### config.mk
export PLATFORM = sky130hd
export DESIGN_NAME = clint_timer
export DESIGN_NICKNAME = d
export VERILOG_FILES = /design/src/rtl/clint_pkg.sv /design/src/rtl/clint_prescaler.sv /design/src/rtl/clint_timer.sv
export SDC_FILE = /design/constraint.sdc
export NUM_CORES = 1
export LEC_CHECK = 0
export BUFFER_PORTS_ARGS = -buffer_cell sky130_fd_sc_hd__buf_2
export CAP_MARGIN = 20
export CELL_PAD_IN_SITES_DETAIL_PLACEMENT = 1
export CELL_PAD_IN_SITES_GLOBAL_PLACEMENT = 1
export CORE_MARGIN = 10
export CORE_UTILIZATION = 45
export DETAILED_ROUTE_END_ITERATION = 10
export PLACE_DENSITY = 0.87
export SLEW_MARGIN = 20
export SYNTH_ARGS = -nofsm -noshare
export SYNTH_HDL_FRONTEND = slang
export SYNTH_HIERARCHICAL = 1
export SYNTH_SLANG_ARGS = --single-unit
### constraint.sdc
create_clock -name clk -period 7.3 [get_ports clk]
set_input_delay 1.095 -clock clk [delete_from_list [all_inputs] [get_ports clk]]
set_output_delay 1.095 -clock clk [all_outputs]
set_load 0.03 [all_outputs]
### src/rtl/clint_pkg.sv
// Shared CLINT definitions: register offsets, FSM state type and the byte-merge helper.
package clint_pkg;

  localparam int unsigned CPU_WIDTH = 64;

  localparam logic [63:0] CLINT_MSIP_OFF     = 64'h0000_0000_0000_0000;
  localparam logic [63:0] CLINT_MTIMECMP_OFF = 64'h0000_0000_0000_4000;
  localparam logic [63:0] CLINT_MTIME_OFF    = 64'h0000_0000_0000_BFF8;

  typedef enum logic [0:0] {
    CLINT_IDLE,
    CLINT_RESP
  } clint_state_t;

  function automatic logic [CPU_WIDTH-1:0] merge_wstrb(input logic [CPU_WIDTH-1:0]   old_val,
                                                       input logic [CPU_WIDTH-1:0]   wdata,
                                                       input logic [CPU_WIDTH/8-1:0] wstrb);
    logic [CPU_WIDTH-1:0] res;
    for (int i = 0; i < CPU_WIDTH / 8; i++) begin
      res[i*8 +: 8] = wstrb[i] ? wdata[i*8 +: 8] : old_val[i*8 +: 8];
    end
    return res;
  endfunction

endpackage

### src/rtl/clint_prescaler.sv
// mtime prescaler: counts 0..TICK_DIV-1 and pulses tick on the terminal count.
module clint_prescaler #(
  parameter int unsigned TICK_DIV = 1
) (
  input  logic clk,
  input  logic reset,
  output logic tick
);

  localparam logic [15:0] TermCnt = 16'(TICK_DIV - 1);

  logic [15:0] cnt_q, cnt_d;

  // With TICK_DIV == 1 the terminal count is 0, so tick stays high every cycle.
  assign tick = (cnt_q == TermCnt);

  always_comb begin
    cnt_d = tick ? 16'd0 : cnt_q + 16'd1;
  end

  always_ff @(posedge clk or negedge reset) begin
    if (!reset) begin
      cnt_q <= 16'd0;
    end else begin
      cnt_q <= cnt_d;
    end
  end

endmodule

### src/rtl/clint_timer.sv
// Core-local interruptor: msip/mtimecmp/mtime registers behind a single-outstanding
// valid/ready port, driving the timer and software interrupt levels.
module clint_timer
  import clint_pkg::*;
#(
  parameter logic [63:0] BASE_ADDR = 64'h0000_0000_0200_0000,
  parameter int unsigned TICK_DIV  = 1,
  parameter int unsigned DATA_W    = CPU_WIDTH
) (
  input  logic                clk,
  input  logic                reset,
  input  logic                req_valid,
  output logic                req_ready,
  input  logic                req_wen,
  input  logic [63:0]         req_addr,
  input  logic [DATA_W-1:0]   req_wdata,
  input  logic [DATA_W/8-1:0] req_wstrb,
  output logic                rsp_valid,
  input  logic                rsp_ready,
  output logic [DATA_W-1:0]   rsp_rdata,
  output logic                rsp_err,
  output logic                mtime_int,
  output logic                msip_int,
  output logic [DATA_W-1:0]   mtime_o
);

  clint_state_t state_q;

  logic              msip_q, msip_d;
  logic [DATA_W-1:0] mtimecmp_q, mtimecmp_d;
  logic [DATA_W-1:0] mtime_q, mtime_d;
  logic [DATA_W-1:0] msip_merged, cmp_merged, time_merged;
  logic [DATA_W-1:0] rd_val;
  logic [63:0]       offset;
  logic              sel_msip, sel_cmp, sel_time, hit;
  logic              accept, wr_en, tick;
  logic              unused_off;

  clint_prescaler #(
    .TICK_DIV (TICK_DIV)
  ) u_prescaler (
    .clk   (clk),
    .reset (reset),
    .tick  (tick)
  );

  // Decode on the doubleword index; byte-within-doubleword bits are ignored.
  assign offset     = req_addr - BASE_ADDR;
  assign unused_off = ^offset[2:0];
  assign sel_msip   = (offset[63:3] == CLINT_MSIP_OFF[63:3]);
  assign sel_cmp    = (offset[63:3] == CLINT_MTIMECMP_OFF[63:3]);
  assign sel_time   = (offset[63:3] == CLINT_MTIME_OFF[63:3]);
  assign hit        = sel_msip | sel_cmp | sel_time;

  assign accept = req_valid && (state_q == CLINT_IDLE);
  assign wr_en  = accept && req_wen;

  always_comb begin
    rd_val = '0;
    if (sel_msip) begin
      rd_val[0] = msip_q;
    end else if (sel_cmp) begin
      rd_val = mtimecmp_q;
    end else if (sel_time) begin
      rd_val = mtime_q;
    end
  end

  assign msip_merged = merge_wstrb({{(DATA_W-1){1'b0}}, msip_q}, req_wdata, req_wstrb);
  assign cmp_merged  = merge_wstrb(mtimecmp_q, req_wdata, req_wstrb);
  assign time_merged = merge_wstrb(mtime_q, req_wdata, req_wstrb);

  always_comb begin
    msip_d     = msip_q;
    mtimecmp_d = mtimecmp_q;
    mtime_d    = tick ? mtime_q + DATA_W'(1) : mtime_q;
    if (wr_en && sel_msip) begin
      msip_d = msip_merged[0];
    end
    if (wr_en && sel_cmp) begin
      mtimecmp_d = cmp_merged;
    end
    // A software write to mtime overrides a coincident tick increment.
    if (wr_en && sel_time) begin
      mtime_d = time_merged;
    end
  end

  always_ff @(posedge clk or negedge reset) begin
    if (!reset) begin
      msip_q     <= 1'b0;
      mtimecmp_q <= '1;
      mtime_q    <= '0;
    end else begin
      msip_q     <= msip_d;
      mtimecmp_q <= mtimecmp_d;
      mtime_q    <= mtime_d;
    end
  end

  // Response is captured at acceptance from pre-update register values and held through RESP.
  always_ff @(posedge clk or negedge reset) begin
    if (!reset) begin
      state_q   <= CLINT_IDLE;
      rsp_rdata <= '0;
      rsp_err   <= 1'b0;
    end else begin
      unique case (state_q)
        CLINT_IDLE: begin
          if (req_valid) begin
            state_q   <= CLINT_RESP;
            rsp_err   <= !hit;
            rsp_rdata <= req_wen ? '0 : rd_val;
          end
        end
        CLINT_RESP: begin
          if (rsp_ready) begin
            state_q <= CLINT_IDLE;
          end
        end
      endcase
    end
  end

  assign req_ready = (state_q == CLINT_IDLE);
  assign rsp_valid = (state_q == CLINT_RESP);
  assign mtime_int = (mtime_q >= mtimecmp_q);
  assign msip_int  = msip_q;
  assign mtime_o   = mtime_q;

endmodule

==> results.sh <==
export IMPL_outcome="finished, final reports clean"
export IMPL_fin_util_pct=54.3
export IMPL_overflow=0
export IMPL_tightest_slew_ps=1100
export IMPL_maxCapViolCount=0
export IMPL_clock_power_share_pct=47.6
export IMPL_cts_tree="built"
export IMPL_setup_ws_ps=1990
export IMPL_critPathSlowestCell="or4_2"
export IMPL_fin_crit_ps=5310
export IMPL_p_per_area_nw_per_um2=166
export IMPL_die_area_um2=35200
export IMPL_htree_num_levels=1
export IMPL_final_setup_skew_ps=10.4
export IMPL_cts_buffers=25
export IMPL_r2r_start="u_prescaler/cnt_q[0]"
export IMPL_power_net_switching_mw=0.599
export IMPL_drive_above_1_share_pct=30.8
export IMPL_setup_tns_ps=0
export IMPL_worst_path_largest_cell_delay_ps=1150
export IMPL_netlist_area_um2=12600
export IMPL_insertion_delay_ps=530
export IMPL_die_x_um=188
export IMPL_syn_nets=1539
export IMPL_start_kind="input pin"
export IMPL_antenna_found_initial=4
export IMPL_netSwitchingFraction_pct=23.9
export IMPL_start_util_pct=45.5
export IMPL_layout_common_cells="buf_2, dfrtp_1, nand2_1"
export IMPL_comb_power_share_pct=5.5
export IMPL_nets=1793
export IMPL_grt_pass1_vias=13100
export IMPL_post_cts_setup_buffers=0
export IMPL_grt_max_degree=167
export IMPL_drc_errors=0
export IMPL_required_ps=7740
export IMPL_crit_start="req_addr[30]"
export IMPL_cts_hold_buffers_added=0
export IMPL_synth_enable_flop_cells=0
export IMPL_ant_nets=0
export IMPL_cts_resized=0
export IMPL_cts_clk_slew_worst_paths_ps=60
export IMPL_finalSetupViolCount=0
export IMPL_syn_to_final_growth_pct=19.2
export IMPL_num_vias=12100
export IMPL_finalHoldViolCount=0
export IMPL_place_gp_congestion=0.851
export IMPL_crit_chain="buf_2 > or4_4 > or4_4 > nor4_1 > o31ai_1 > or4_2 > nor3_4 > buf_12 > a22oi_1 > o21ai_0"
export IMPL_synth_area_top_cells="dfrtp_1, dfstp_2, ha_1"
export IMPL_synth_avg_cell_area_um2=9.50
export IMPL_fill_cells=3352
export IMPL_crit_top_cell="or4_4"
export IMPL_maxSlewHeadroom_pct=26.8
export IMPL_cts_root_buf="clkbuf_16"
export IMPL_synth_top_area_share_pct=29.1
export IMPL_grt_pass1_wl_um=73600
export IMPL_min_from="rsp_rdata[9]"
export IMPL_io_buffers=270
export IMPL_slew_violations=0
export IMPL_ys_seq_area_share_pct=42.4
export IMPL_clock_path_buffers=3
export IMPL_firstDrtPassIters=6
export IMPL_cpLargestDelayFamily="simple AND/OR/NAND/NOR gates"
export IMPL_yosysWarningCount=6
export IMPL_fp_coreArea_um2=27800
export IMPL_pre_cts_slack_ps=1570
export IMPL_rsz0062_at_grt="false"
export IMPL_r2r_setup_slack_ps=3220
export IMPL_cts_sinks=211
export IMPL_hpwl_um=33300
export IMPL_drt_iter0_markers=727
export IMPL_routed_via_density=6.12
export IMPL_synthDistinctLibCells=74
export IMPL_syn_inst=1331
export IMPL_drt_wl_total_um=46300
export IMPL_hold_class="register to register"
export IMPL_ys_flop_type="dfrtp_1"
export IMPL_hold_slack_ps=477
export IMPL_pwr_share_seq_pct=46.9
export IMPL_final_common_cell="buf_2"
export IMPL_arrival_ps=5750
export IMPL_rows=61
export IMPL_internal_power_mw=1.91
export IMPL_die_h_um=188
export IMPL_crit_type="input pin to register"
export IMPL_peakVddDrop_mv=0.130
export IMPL_yosys_area_top_type="dfrtp_1"
export IMPL_wl_per_cell_um=23.3
export IMPL_io_pins=274
export IMPL_critical_path_max_fanout=47
export IMPL_worstSetupEndpointType="register"
export IMPL_track_usage_pct=25.5
export IMPL_synth_async_reset_ratio_pct=100
export IMPL_fmax_ghz=0.188
export IMPL_ys_seq_elements=211
export IMPL_crit_buf_inv=2
export IMPL_power_leakage_nw=6.60
export IMPL_finalCritPeriodShare_pct=72.7
==> flip-flops by register name, indices dropped and copies added (netlist names) <==
name,flops
u_prescaler/cnt_q,16
rsp_err,1
rsp_valid,1
mtimecmp_q,64
rsp_rdata,64
mtime_o,64
msip_int,1
==> cell families after synthesis <==
| group | share of synthesized area (%) |
|---|---|
| xor+xnor | 1.39 |
| simple gates | 18.5 |
| compound gates | 19.5 |
| flops | 42.4 |
| mux | 5.90 |
| buf+inv | 5.78 |
| fa+ha+maj | 6.63 |
==> tightest hold or removal path, stage by stage (launching register included) <==
cell     delay (ps)
dfrtp_1         330
nand2_1          50
o21ai_1          60
==> final cells by class <==
type                       count  area [um^2]  share of cell area [%]
multi-input combinational    955         6580                    43.7
sequential                   211         5360                    35.6
timing repair buffer         283         1480                    9.83
clock buffer                  43          753                    5.00
tap                          378          473                    3.14
inverter                     109          409                    2.71
clock inverter                 1         8.76                  0.0581
antenna                        3         7.51                  0.0498
==> per-stage QoR <==
stage | cell area (um^2) | instances | total power [mW]
floorplan | 12600 | 1331 | 1.23
detailed placement | 14300 | 1936 | 1.33
global route | 15100 | 1983 | 2.58
finish | 15100 | 1983 | 2.51
global placement | 14300 | 1936 | 1.33
CTS | 15100 | 1980 | 2.53
==> cells in the mapped netlist (10+ instances only) <==
master    instances
nor4_1           18
nor3_1           31
or3_1            14
a211oi_1         16
inv_1           109
nand3_2          11
o22ai_1          17
and4_1           11
nor2_1           76
nand4_1          41
dfrtp_1         147
o21ai_1          59
clkbuf_1         27
a21o_1           21
dfstp_2          64
or4_1            11
a22oi_1          64
and3_1           17
mux2_2           60
a21oi_1          62
nand3_1          40
ha_1             67
o221a_2          18
o21ai_0          43
xnor2_1          12
buf_2            13
buf_6            10
nand2_1         125
==> per-layer routing <==
| metal | global-route usage [%] | vias up | part of all wire [%] |
|---|---|---|---|
| met1 | 31.2 | 6173 | 42 |
| met4 | 7.75 | 2 | 2.6 |
| met3 | 5.03 | 83 | 6.5 |
| li1 | - | 5446 | - |
| met5 | 0 | - | 0.028 |
| met2 | 44.2 | 426 | 49 |
==> power groups by stage <==
stage	combinational (mW)	sequential [mW]	clock (mW)
finish	0.138	1.17	1.19
global route	0.151	1.17	1.26
CTS	0.140	1.17	1.21
detailed placement	0.139	1.19	0
global placement	0.137	1.19	0
floorplan	0.0340	1.20	0
==> worst paths after layout <==
path / depth (start not counted) / to
max in group asynchronous: 2 / rsp_rdata[53]
worst max-delay path: 10 / rsp_rdata[41]
worst max register to register: 12 / mtime_o[40]
worst min register to register: 2 / rsp_rdata[9]
worst min-delay path: 2 / rsp_rdata[9]
min in group asynchronous: 1 / rsp_rdata[30]
Power figures use the tool's default switching activity.
